==> src/rtl/env_pkg.sv <==
// Shared definitions for the ADSR decay/release envelope: state encoding and default widths.
package env_pkg;

  typedef enum logic [1:0] {
    ST_IDLE    = 2'd0,
    ST_DECAY   = 2'd1,
    ST_SUSTAIN = 2'd2,
    ST_RELEASE = 2'd3
  } env_state_t;

  localparam int DEF_DATA_W    = 20;
  localparam int DEF_SHIFT_W   = 5;
  localparam int DEF_MAX_SHIFT = 20;

endpackage

==> src/rtl/env_rate_div.sv <==
// Envelope-rate tick divider: emits one step every div_val rate ticks, restartable by clear.
module env_rate_div #(
  parameter int DIV   = 8,
  parameter int CNT_W = $clog2(DIV + 1)
) (
  input  logic             clk,
  input  logic             rst_n,
  input  logic             clear,
  input  logic             tick,
  input  logic [CNT_W-1:0] div_val,
  output logic             step
);

  logic [CNT_W-1:0] cnt;

  assign step = tick && (cnt == div_val - CNT_W'(1));

  // clear has priority so a state change wins over a coincident step
  always_ff @(posedge clk or negedge rst_n) begin
    if (!rst_n) begin
      cnt <= '0;
    end else if (clear) begin
      cnt <= '0;
    end else if (tick) begin
      if (step) cnt <= '0;
      else      cnt <= cnt + CNT_W'(1);
    end
  end

endmodule

==> src/rtl/envelope_decay_release.sv <==
// Decay/sustain/release half of the ADSR envelope; out = in >> shift, registered.
// Optional build macro ENV_RETRIGGER_EN: note_on rising edge during RELEASE returns to IDLE.
module envelope_decay_release
  import env_pkg::*;
#(
  parameter int DATA_W      = DEF_DATA_W,
  parameter int SHIFT_W     = DEF_SHIFT_W,
  parameter int MAX_SHIFT   = DEF_MAX_SHIFT,
  parameter int DECAY_DIV   = 4,
  parameter int RELEASE_DIV = 8
) (
  input  logic               clk,
  input  logic               rst_n,
  input  logic               rate_tick,
  input  logic               note_on,
  input  logic               start_decay,
  input  logic [SHIFT_W-1:0] sustain_shift,
  input  logic [DATA_W-1:0]  in,
  output logic [DATA_W-1:0]  out,
  output logic [SHIFT_W-1:0] shift_amount,
  output logic               busy,
  output logic               env_done
);

  localparam int MAX_DIV = (DECAY_DIV > RELEASE_DIV) ? DECAY_DIV : RELEASE_DIV;
  localparam int CNT_W   = $clog2(MAX_DIV + 1);
  localparam logic [SHIFT_W-1:0] MAX_S = SHIFT_W'(MAX_SHIFT);

  env_state_t         state;
  env_state_t         nxt_state;
  logic [SHIFT_W-1:0] shift;
  logic [SHIFT_W-1:0] sus_q;
  logic               sd_q;
  logic               sd_rise;
  logic               step;
  logic [CNT_W-1:0]   div_val;
  logic [DATA_W-1:0]  out_p1;

  function automatic logic [SHIFT_W-1:0] clamp_shift(input logic [SHIFT_W-1:0] s);
    if (32'(s) > MAX_SHIFT) return MAX_S;
    return s;
  endfunction

  assign sd_rise      = start_decay & ~sd_q;
  assign div_val      = (state == ST_RELEASE) ? CNT_W'(RELEASE_DIV) : CNT_W'(DECAY_DIV);
  assign shift_amount = shift;
  assign out          = out_p1;

`ifdef ENV_RETRIGGER_EN
  logic nr_q;
  logic nr_rise;

  assign nr_rise = note_on & ~nr_q;

  always_ff @(posedge clk or negedge rst_n) begin
    if (!rst_n) nr_q <= 1'b0;
    else        nr_q <= note_on;
  end
`endif

  always_ff @(posedge clk or negedge rst_n) begin
    if (!rst_n) sd_q <= 1'b0;
    else        sd_q <= start_decay;
  end

  env_rate_div #(
    .DIV   (MAX_DIV),
    .CNT_W (CNT_W)
  ) u_rate_div (
    .clk     (clk),
    .rst_n   (rst_n),
    .clear   (nxt_state != state),
    .tick    (rate_tick),
    .div_val (div_val),
    .step    (step)
  );

  always_comb begin
    nxt_state = state;
    unique case (state)
      ST_IDLE:    if (sd_rise && note_on) nxt_state = ST_DECAY;
      ST_DECAY:   if (!note_on)            nxt_state = ST_RELEASE;
                  else if (shift == sus_q) nxt_state = ST_SUSTAIN;
      ST_SUSTAIN: if (!note_on)            nxt_state = ST_RELEASE;
      ST_RELEASE: begin
        if (shift == MAX_S) nxt_state = ST_IDLE;
`ifdef ENV_RETRIGGER_EN
        else if (nr_rise)   nxt_state = ST_IDLE;
`endif
      end
      default:    nxt_state = ST_IDLE;
    endcase
  end

  // Shift only moves while the state is unchanged; exits freeze it
  always_ff @(posedge clk or negedge rst_n) begin
    if (!rst_n) begin
      state    <= ST_IDLE;
      shift    <= MAX_S;
      sus_q    <= '0;
      busy     <= 1'b0;
      env_done <= 1'b0;
    end else begin
      state    <= nxt_state;
      busy     <= (nxt_state != ST_IDLE);
      env_done <= 1'b0;
      unique case (state)
        ST_IDLE: begin
          if (nxt_state == ST_DECAY) begin
            shift <= '0;
            sus_q <= clamp_shift(sustain_shift);
          end
        end
        ST_DECAY: begin
          if (nxt_state == ST_DECAY && step && shift < sus_q) shift <= shift + SHIFT_W'(1);
        end
        ST_RELEASE: begin
          if (nxt_state == ST_RELEASE) begin
            if (step && shift < MAX_S) shift <= shift + SHIFT_W'(1);
          end else if (shift == MAX_S) begin
            env_done <= 1'b1;
          end
        end
        default: ;
      endcase
    end
  end

  // Output stage: one register after the shifter
  always_ff @(posedge clk or negedge rst_n) begin
    if (!rst_n)                     out_p1 <= '0;
    else if (32'(shift) >= DATA_W)  out_p1 <= '0;
    else                            out_p1 <= in >> shift;
  end

endmodule
==> config.mk <==
export PLATFORM = sky130hd
export DESIGN_NAME = envelope_decay_release
export DESIGN_NICKNAME = d
export VERILOG_FILES = /design/src/rtl/env_pkg.sv /design/src/rtl/env_rate_div.sv /design/src/rtl/envelope_decay_release.sv
export SDC_FILE = /design/constraint.sdc
export NUM_CORES = 1
export LEC_CHECK = 0
export CAP_MARGIN = 15
export CORE_MARGIN = 3
export CORE_UTILIZATION = 55
export CTS_CLUSTER_DIAMETER = 80
export DETAILED_ROUTE_END_ITERATION = 6
export PLACE_DENSITY = 0.86
export SLEW_MARGIN = 20
export SYNTH_ARGS = -nofsm -noshare
export SYNTH_HDL_FRONTEND = slang
export SYNTH_SLANG_ARGS = --single-unit
==> constraint.sdc <==
create_clock -name clk -period 5.8 [get_ports clk]
set_input_delay 1.74 -clock clk [delete_from_list [all_inputs] [get_ports clk]]
set_output_delay 1.74 -clock clk [all_outputs]
set_load 0.02 [all_outputs]
==> results.yml, run 1 <==
sta:
  maxSlewViolCount: 0
  max-slew-margin-rel_pct: 43.66
  max_freq_mhz: 275.8
  fin_setup_tns_ns: 0
  setup_violations: 0
  rsz0062_at_grt: "false"
  hold_viol: 0
  fin_worst_skew_ns: 0.007029
  post-route-period-util_pct: 62.52
  period_needed_ns: 3.626
  worst_slew_pin_slew_ns: 0.8451
  setup_ws_ns: 2.174
yosys:
  synthXorXnorAreaFrac_pct: 0.6869
  syn_area_mm2: 0.002550
  synthAdderAreaFrac_pct: 3.925
  synthMuxAreaShare_pct: 18.45
  postSynthCellCount: 257
  yosys_warnings: 0
  async_reset_ff_share_pct: 100.0
  synth-compound-area-share_pct: 15.21
  ys_seq_area_share_pct: 38.37
  synth_fp_nets: 295
  synth.distinct_cells: 46
  postSynthAreaPerCell_um2: 9.922
  ys_seq_elements: 39
  synth_edf_count: 0
  synth_simple_gate_area_share_pct: 17.12
  yosys_most_used_dff: "dfrtp_1"
  synth_top_family_by_area: "multiplexers"
worst_setup_path:
  end_kind: "output pin"
  max_stage_delay_ns: 0.84
  worstPathArrival_ns: 1.89
  critPathRequiredTime_ns: 4.06
  critPathSlowestCell: "dfrtp_1"
  critPathTopFamily: "flip-flops"
  critPathBufInv: 1
  critical_path_class: "register to output pin"
  path_max_fanout: 20
  crit_chain: "clkdlybuf4s50_1"
  start_kind: "register"
global_routing:
  busiest_layer: "met2"
  grt_pass1_vias: 2058
  antenna_found_initial: 0
  grt_usage_pct: 23.22
  overflow: 0
  use_met2_pct: 36.42
  use_met3_pct: 3.784
  grt_pass1_wl_um: 9832
  grt_max_degree: 40
  met1_usage_pct: 33.65
routing:
  drtIter0Drc: 184
  num_vias: 2174
  wirelength_um: 5765
  route.detailed.drc: 0
  wire_per_inst_um: 16.10
  drt-vias-per-instance: 6.073
  dr.pass1.iters: 4
  ant_nets: 0
clocking:
  insertion_delay_ns: 0.30
  cts_resized: 0
  cts.clk_slew.worst_paths_ns: 0.08
  cts.sinks: 39
  postCtsSetupBuffers: 0
  cts_tree: "done"
  root_buffer: "clkbuf_8"
  clock_path_buffers: 2
  htreeDepth: 2
  numCtsBuffers: 5
  holdBufCountCts: 0
outcome:
  status: "completed"
placement:
  gp_congestion: 0.8324
  hpwl_um: 4341
  dpl_worst_slack_ns: 2.018
  port_buffers: 56
finish:
  area_delta_synth_final_pct: 24.78
  fin_nets: 343
  layout-drive-gt1-share_pct: 11.44
  diodes: 0
  fill_cells: 343
job:
  maxCapViolCount: 0
pwr:
  p_leak_nw: 1.423
  ir_drop_uv: 154.1
  pwr_density_cell_mw_per_mm2: 201.7
hold_path:
  min_path_type: "register to register"
die:
  rows: 24
  core_area_mm2: 0.004414
  start_util_pct: 57.77
  io_pins: 57
  die_width_um: 74.09
  fp.dieArea_mm2: 0.005489
  die_h_um: 74.09
[registers in the layout, summed over array words and instances, names as in the netlist]
signal	flops
busy	1
env_done	1
out	20
sd_q	1
shift_amount	5
state	2
sus_q	5
u_rate_div.cnt	4
[cells in the mapped netlist (2+ instances only)]
cell	n	area [um^2]
o21ai_0	10	50.05
a31oi_1	5	31.28
nand3b_1	2	15.01
o211ai_1	4	30.03
nand4_1	3	18.77
inv_2	2	7.510
inv_1	10	37.54
nand3_1	8	40.04
nor2b_1	2	12.51
ha_1	8	100.1
a21oi_1	13	65.06
clkbuf_8	5	68.82
nand2b_1	2	12.51
dfrtp_1	37	925.9
or4_1	3	22.52
o22ai_1	6	37.54
clkbuf_1	7	26.28
dfstp_2	2	52.55
xor2_1	2	17.52
nor3_1	3	15.01
and2_1	2	12.51
nor2_1	22	82.58
buf_2	3	15.01
a211oi_1	11	82.58
mux4_2	10	225.2
nand2_1	32	120.1
mux2i_1	20	200.2
and3_1	2	12.51
mux2_2	4	45.04
[kinds of logic after synthesis]
kind of cell	after synthesis
AND/OR/NAND/NOR	89
buffers and inverters	28
XOR/XNOR	2
AO/OA/AOI/OAI	57
flip-flops	39
adder cells (fa/ha/maj)	8
multiplexers	34
[metal layers]
layer | wire (um) | vias to the layer above | part of all wire [%]
li1 | - | 1032 | -
met1 | 2473 | 1027 | 43
met2 | 2740 | 109 | 48
met3 | 485 | 6 | 8.4
met4 | 66 | 0 | 1.1
met5 | 0 | - | 0
[cell usage in the layout, fill, tap and decap left out, drive strengths merged, types with 2 or more instances in the layout]
master / count
clkdlybuf4s50: 55
dfrtp: 37
nand2: 32
nor2: 22
mux2i: 20
a21oi: 13
inv: 12
a211oi: 11
o21ai: 11
mux4: 10
nand3: 8
ha: 8
o22ai: 6
clkbuf: 6
a31oi: 6
mux2: 4
o211ai: 4
nand4: 3
nor3: 3
or4: 3
nor2b: 2
and2: 2
nand2b: 2
and3: 2
nand3b: 2
xor2: 2
dfstp: 2
and3b: 2
or3: 2
buf: 2
[through the flow]
step           total power [mW]  area [um^2]  hold slack (ns)  std cells  util, %
2_1_floorplan            0.3667         2550           0.4428        257        -
3_3_place_gp             0.4069         3064           0.4709        350    69.42
3_5_place_dp             0.4133         3064           0.4755        350    69.42
4_1_cts                  0.6432         3182           0.4955        358    72.08
5_1_grt                  0.6700         3182           0.5153        358    72.08
6_report                 0.6418         3182           0.4904        358    72.08
[worst reg2reg max path, delay by kind of cell (launching register included)]
kind	cells	cell delay (ns)
AND/OR/NAND/NOR	2	0.69
AO/OA/AOI/OAI	3	0.72
adder cells (fa/ha/maj)	1	0.37
flip-flops	1	0.84
[cell type report]
class	instances	area (um^2)	share of cell area, %
clock inverters	2	35.03	1.101
well taps	52	65.06	2.045
flip-flops and latches	39	978.4	30.75
multi-input cells	190	1413	44.40
repair buffers	57	563.0	17.70
clock buffers	6	82.58	2.595
inverters	12	45.04	1.416
[power by group]
group          total, mW  leakage [nW]  internal, mW  switching, mW
Clock              0.233        0.0612         0.139         0.0943
Combinational      0.101         0.871        0.0524         0.0485
Sequential         0.307         0.491         0.288         0.0196
Total              0.642          1.42         0.479          0.162
[worst paths after layout]
check / slack [ns] / cells past startpoint / from / end
setup / recovery: 2.17 / 1 / shift_amount[1] / shift_amount[1]
hold / removal: 0.49 / 2 / sus_q[0] / sus_q[0]
setup reg to reg: 3.11 / 6 / shift_amount[1] / shift_amount[2]
hold reg to reg: 0.49 / 2 / sus_q[0] / sus_q[0]
max in group asynchronous: 3.72 / 1 / rst_n / out[0]
min in group asynchronous: 1.55 / 1 / rst_n / sus_q[3]
Note: power is estimated with default switching activity, not from simulation.
==> run 2, diff against run 1 <==
--- a/config.mk
+++ b/config.mk
@@ -7,10 +7,10 @@
 export LEC_CHECK = 0
 export CAP_MARGIN = 15
 export CORE_MARGIN = 3
-export CORE_UTILIZATION = 55
+export CORE_UTILIZATION = 51
 export CTS_CLUSTER_DIAMETER = 80
 export DETAILED_ROUTE_END_ITERATION = 6
-export PLACE_DENSITY = 0.86
+export PLACE_DENSITY = 0.81
 export SLEW_MARGIN = 20
 export SYNTH_ARGS = -nofsm -noshare
 export SYNTH_HDL_FRONTEND = slang
==> constraint.sdc (replaced) <==
create_clock -name clk -period 3.8 [get_ports clk]
set_input_delay 1.14 -clock clk [delete_from_list [all_inputs] [get_ports clk]]
set_output_delay 1.14 -clock clk [all_outputs]
set_load 0.02 [all_outputs]
==> run 2 against run 1 <==
  * Critical path depth unchanged
  * Die area increased by 7.2%
  * Final cell count rose by 4.5%
  * Core utilization fell by 5.8 points
  * Global-route usage decreased by 3.6 points
  * Clock skew about the same
  * Via count fell by 2.9%
  * Routed wire length fell by 4.4%
  * Register-to-register slack got worse by 2.0 ns
  * Largest cell class unchanged
  * Largest power group unchanged
==> results.yml, run 2 (synthesis results as in run 1) <==
clocking:
  insertion_delay_ns: 0.29
  htreeDepth: 2
  postCtsSetupBuffers: 0
  clock_path_buffers: 2
  cts.sinks: 39
  holdBufCountCts: 0
  root_buffer: "clkbuf_8"
  cts_resized: 0
  cts.clk_slew.worst_paths_ns: 0.08
  cts_tree: "done"
  numCtsBuffers: 5
die:
  rows: 25
  start_util_pct: 53.28
  core_area_mm2: 0.004786
  io_pins: 57
  die_h_um: 76.71
  die_width_um: 76.71
  fp.dieArea_mm2: 0.005884
routing:
  ant_nets: 0
  drt-vias-per-instance: 5.642
  route.detailed.drc: 0
  dr.pass1.iters: 4
  drtIter0Drc: 185
  wire_per_inst_um: 14.74
  num_vias: 2110
  wirelength_um: 5514
global_routing:
  grt_max_degree: 40
  overflow: 0
  grt_pass1_wl_um: 9404
  grt_pass1_vias: 1963
  antenna_found_initial: 0
  grt_usage_pct: 19.61
pwr:
  p_seq_share_pct: 52.7
  pwr_density_cell_mw_per_mm2: 279.7
  p_leak_nw: 1.414
  swShare_pct: 27.44
  p_switching_mw: 0.2436
  power.internal_mw: 0.6443
  clkPwrFrac_pct: 30.1
  comb_power_share_pct: 17.1
  ir_drop_uv: 274.4
worst_setup_path:
  critPathSlowestCell: "dfrtp_1"
  critPathBufInv: 1
  crit_chain: "clkdlybuf4s50_1"
  path_max_fanout: 20
  worstPathArrival_ns: 1.86
  start_kind: "register"
  critical_path_class: "register to output pin"
  critPathRequiredTime_ns: 2.66
  end_kind: "output pin"
  critPathTopFamily: "flip-flops"
  max_stage_delay_ns: 0.83
  r2r_slack_ns: 1.15
finish:
  post-route-util_pct: 66.33
  area_delta_synth_final_pct: 24.48
  largest_reg_flops: 20
  finalInstanceArea_mm2: 0.003174
  fin_nets: 344
  layout_common_cells: "clkdlybuf4s50_1, dfrtp_1, nand2_1, nor2_1, mux2i_1"
  layout-drive-gt1-share_pct: 11.73
  final_common_cell: "clkdlybuf4s50_1"
  diodes: 0
outcome:
  status: "completed"
hold_path:
  min_path_type: "register to register"
sta:
  period_needed_ns: 2.999
  rsz0062_at_grt: "false"
  fin_setup_tns_ns: 0
  post-route-period-util_pct: 78.92
  hold_viol: 0
  max-slew-margin-rel_pct: 44.03
  setup_violations: 0
  fin_worst_skew_ns: 0.006698
  max_freq_mhz: 333.4
  worst_slew_pin_slew_ns: 0.8396
  maxSlewViolCount: 0
job:
  maxCapViolCount: 0
placement:
  port_buffers: 56
  placement.cell_area_mm2: 0.003090
  gp_congestion: 0.8319
  hpwl_um: 4157
run 2: cell types whose count changed in the layout (fill, tap and decap cells not counted):
cell       before  now
clkinv_2        1    3
buf_4           1    2
clkbuf_8        6    5
bufinv_16       1    0
run 2: worst paths after layout:
| kind | start | depth (start not counted) | to |
|---|---|---|---|
| max | shift_amount[1] | 1 | shift_amount[1] |
| max reg2reg | shift_amount[1] | 6 | shift_amount[2] |
| min | sus_q[0] | 2 | sus_q[0] |
| max in group asynchronous | rst_n | 1 | out[2] |
| min in group asynchronous | rst_n | 1 | busy |
| min reg2reg | sus_q[0] | 2 | sus_q[0] |
run 2: layout make-up:
| type | instances | area, um^2 |
|---|---|---|
| Fill cell | 384 | 1612 |
| Multi-Input combinational cell | 190 | 1413 |
| Sequential cell | 39 | 978.4 |
| Timing Repair Buffer | 58 | 570.5 |
| Tap cell | 67 | 83.83 |
| Clock buffer | 5 | 68.82 |
| Inverter | 12 | 45.04 |
| Clock inverter | 3 | 15.01 |
run 2: tightest hold or removal path: cells and delay by family (launching register included):
family        cells  cell delay, ns
flops             1            0.36
simple gates      2            0.10
run 2: routing by layer:
layer | up-vias | GRT usage (%) | wire length [um]
li1 | 1041 | - | -
met1 | 970 | 29.52 | 2584
met2 | 90 | 27.87 | 2445
met3 | 9 | 3.873 | 412
met4 | 0 | 7.246 | 71
met5 | - | 0 | 0
run 2: power by group through the flow:
stage | Sequential, mW | Combinational (mW) | Clock (mW)
2_1_floorplan | 0.470 | 0.0901 | 0
5_1_grt | 0.474 | 0.173 | 0.288
6_report | 0.468 | 0.152 | 0.268
3_5_place_dp | 0.476 | 0.154 | 0
4_1_cts | 0.468 | 0.154 | 0.273
3_3_place_gp | 0.475 | 0.147 | 0
run 2: per-stage QoR:
stage	hold slack, ns	total power, mW	instances	setup slack [ns]
2_1_floorplan	0.4428	0.5597	257	1.310
3_3_place_gp	0.4756	0.6225	366	0.6868
3_5_place_dp	0.4802	0.6298	366	0.6272
4_1_cts	0.4955	0.8951	374	0.7731
5_1_grt	0.5306	0.9356	374	0.7000
6_report	0.4941	0.8879	374	0.8010
==> variant (config.mk and constraints of run 2) <==
Set the package constant `DEF_MAX_SHIFT` to 16 (it was 20).
--- a/src/rtl/env_pkg.sv
+++ b/src/rtl/env_pkg.sv
@@ -11,5 +11,5 @@
   localparam int DEF_DATA_W    = 20;
   localparam int DEF_SHIFT_W   = 5;
-  localparam int DEF_MAX_SHIFT = 20;
+  localparam int DEF_MAX_SHIFT = 16;
 
 endpackage
Formal check against the unedited RTL: not equivalent (a bounded check fails within 4 cycles, from zero or initial values and one cycle with rst_n low).
==> variant against run 2 <==
Critical path depth stayed put. Routed wire length down 2.5%. First-iteration DRC count shrank 21%. Worst setup slack improved by 0.033 ns. Die area is 5.5% lower. Synthesized cell count down 7.8%. Via count is 6.8% lower. Final area decreased by 3.3%. Cell count is 8.6% lower. Sequential cell count unchanged. Synthesized area shrank 6.0%. Register-to-register slack improved by 0.30 ns. Critical path type unchanged.
Power is not compared: it rests on default switching activity, and its combinational part moved more than twofold at a synthesized area within 25%.
==> variant: results (changes against run 2) <==
Crit path arrival time -> 1.83 ns (-0.03 ns)
largest net degree at the start of global routing -> 40 (unchanged)
setup bufs post-CTS -> 0 (unchanged)
diodes inserted -> 0 (unchanged)
total vias in the final route -> 1967 (-6.8%)
Syn Nets -> 275 (-6.8%)
drt wl/cell -> 15.7 µm (+6.6%)
Leak Pwr -> 1.39 nW
Crit Path Max Fanout -> 22 (+10%)
syn_area_per_cell -> 10.1 µm² (+1.9%)
number of DRC markers in iteration 0 -> 146 (-21%)
CTS Buf Count -> 5 (unchanged)
Final #Nets -> 327 (-4.9%)
Post-Route WL -> 5380 µm (-2.5%)
clock skew -> 0.00732 ns (+0.000618 ns)
Max clock buf depth -> 2 (unchanged)
DP HPWL -> 4050 µm (-2.6%)
Slew HR -> 0.447 (+0.00710)
Slowest cell on crit path -> dfrtp_1
Reg-to-Reg End -> shift_amount[3]
GRT Util Overall -> 0.210 (+0.0138)
sequential area share after synthesis -> 0.408 (+0.0239)
CP endpoint -> shift_amount[3]
status -> finished, final reports clean
GP Congestion -> 0.896 (+7.8%)
commonest cells in the netlist -> 39 x mux2i_1, 38 x dfrtp_1, 25 x nor2_1
Detailed Routing Iterations Pass 1 -> 4 (unchanged)
Synth warnings -> 0 (unchanged)
FF-to-FF setup slack -> 1.45 ns (+0.30 ns)
Crit. Startpoint -> shift_amount[3]
reg2reg start -> shift_amount[4]
count of distinct cell types in the synthesized netlist -> 40 (-13%)
synth top area cells -> dfrtp_1 40%, mux2i_1 16%, ha_1 4.2%
root buf cell -> clkbuf_8
first-pass GRT wire length -> 8990 µm (-4.4%)
Port Buffer Count -> 56 (unchanged)
Worst-path clk slew -> 0.07 ns
vias in the first global route -> 1884 (-4.0%)
Worst path max stage delay -> 0.80 ns (-0.03 ns)
share of layout cells above drive strength 1 -> 0.0621 (-0.0552)
## variant: changes by cell type in the layout (fill, tap and decap cells not counted), sizes merged, moves of 3 or more
cell	change
a211o	+3
mux4	-6
a31oi	-5
clkinv	-3
or4	-3
o211ai	-4
nor2	+3
a21oi	-3
a211oi	+3
nand2	-20
nand3b	+4
nand3	-4
mux2i	+19
o22ai	-5
## variant: layout make-up
cell class,instances,area (µm²)
fill,344,1370
multi-input combinational,175,1310
timing repair buffer,58,571
clock inverter,1,30.0
sequential,39,977
inverter,10,37.5
tap,52,65.1
clock buffer,7,76.3
## variant: worst min-delay path by stage
stage | slack [ns] | cells past startpoint | to | from
3_5_place_dp | 0.49 | 2 | sus_q[0] | sus_q[0]
5_1_grt | 0.53 | 2 | sus_q[0] | sus_q[0]
2_1_floorplan | 0.44 | 2 | sus_q[0] | sus_q[0]
3_3_place_gp | 0.47 | 2 | sus_q[0] | sus_q[0]
6_report | 0.49 | 2 | sus_q[0] | sus_q[0]
4_1_cts | 0.50 | 2 | sus_q[0] | sus_q[0]
## variant: through the flow
| stage | hold slack [ns] | cell area, µm² | power [mW] | setup WS [ns] |
|---|---|---|---|---|
| 4_1_cts | 0.503 | 3070 | 2.45 | 0.843 |
| 2_1_floorplan | 0.443 | 2400 | 1.64 | 1.56 |
| 6_report | 0.489 | 3070 | 2.44 | 0.834 |
| 3_3_place_gp | 0.470 | 2960 | 2.06 | 0.922 |
| 5_1_grt | 0.526 | 3070 | 2.61 | 0.766 |
| 3_5_place_dp | 0.485 | 2960 | 2.11 | 0.880 |
## variant: where the power goes
part           switching, mW  internal (mW)  total (mW)
Combinational          0.753          0.660        1.41
Clock                  0.135          0.196       0.332
Sequential             0.112          0.579       0.690
Total                   1.00           1.44        2.44
## variant: tightest hold or removal path: cells and delay by family (launching register included)
kind / cells / cell delay [ns]
AND/OR/NAND/NOR: 2 / 0.11
flip-flops: 1 / 0.36
## variant: cells by family after synthesis
| group | after synthesis | synth area share |
|---|---|---|
| multiplexers | 46 | 0.219 |
| AND/OR/NAND/NOR | 70 | 0.145 |
| adder cells (fa/ha/maj) | 8 | 0.0418 |
| AO/OA/AOI/OAI | 49 | 0.135 |
| flip-flops | 39 | 0.408 |
| XOR/XNOR | 2 | 0.00731 |
| buffers and inverters | 23 | 0.0444 |
## variant: per-layer routing
metal,wire length (µm),GRT usage
met4,67,0.0613
met2,2510,0.322
met1,2550,0.305
met5,0,0
met3,248,0.0365
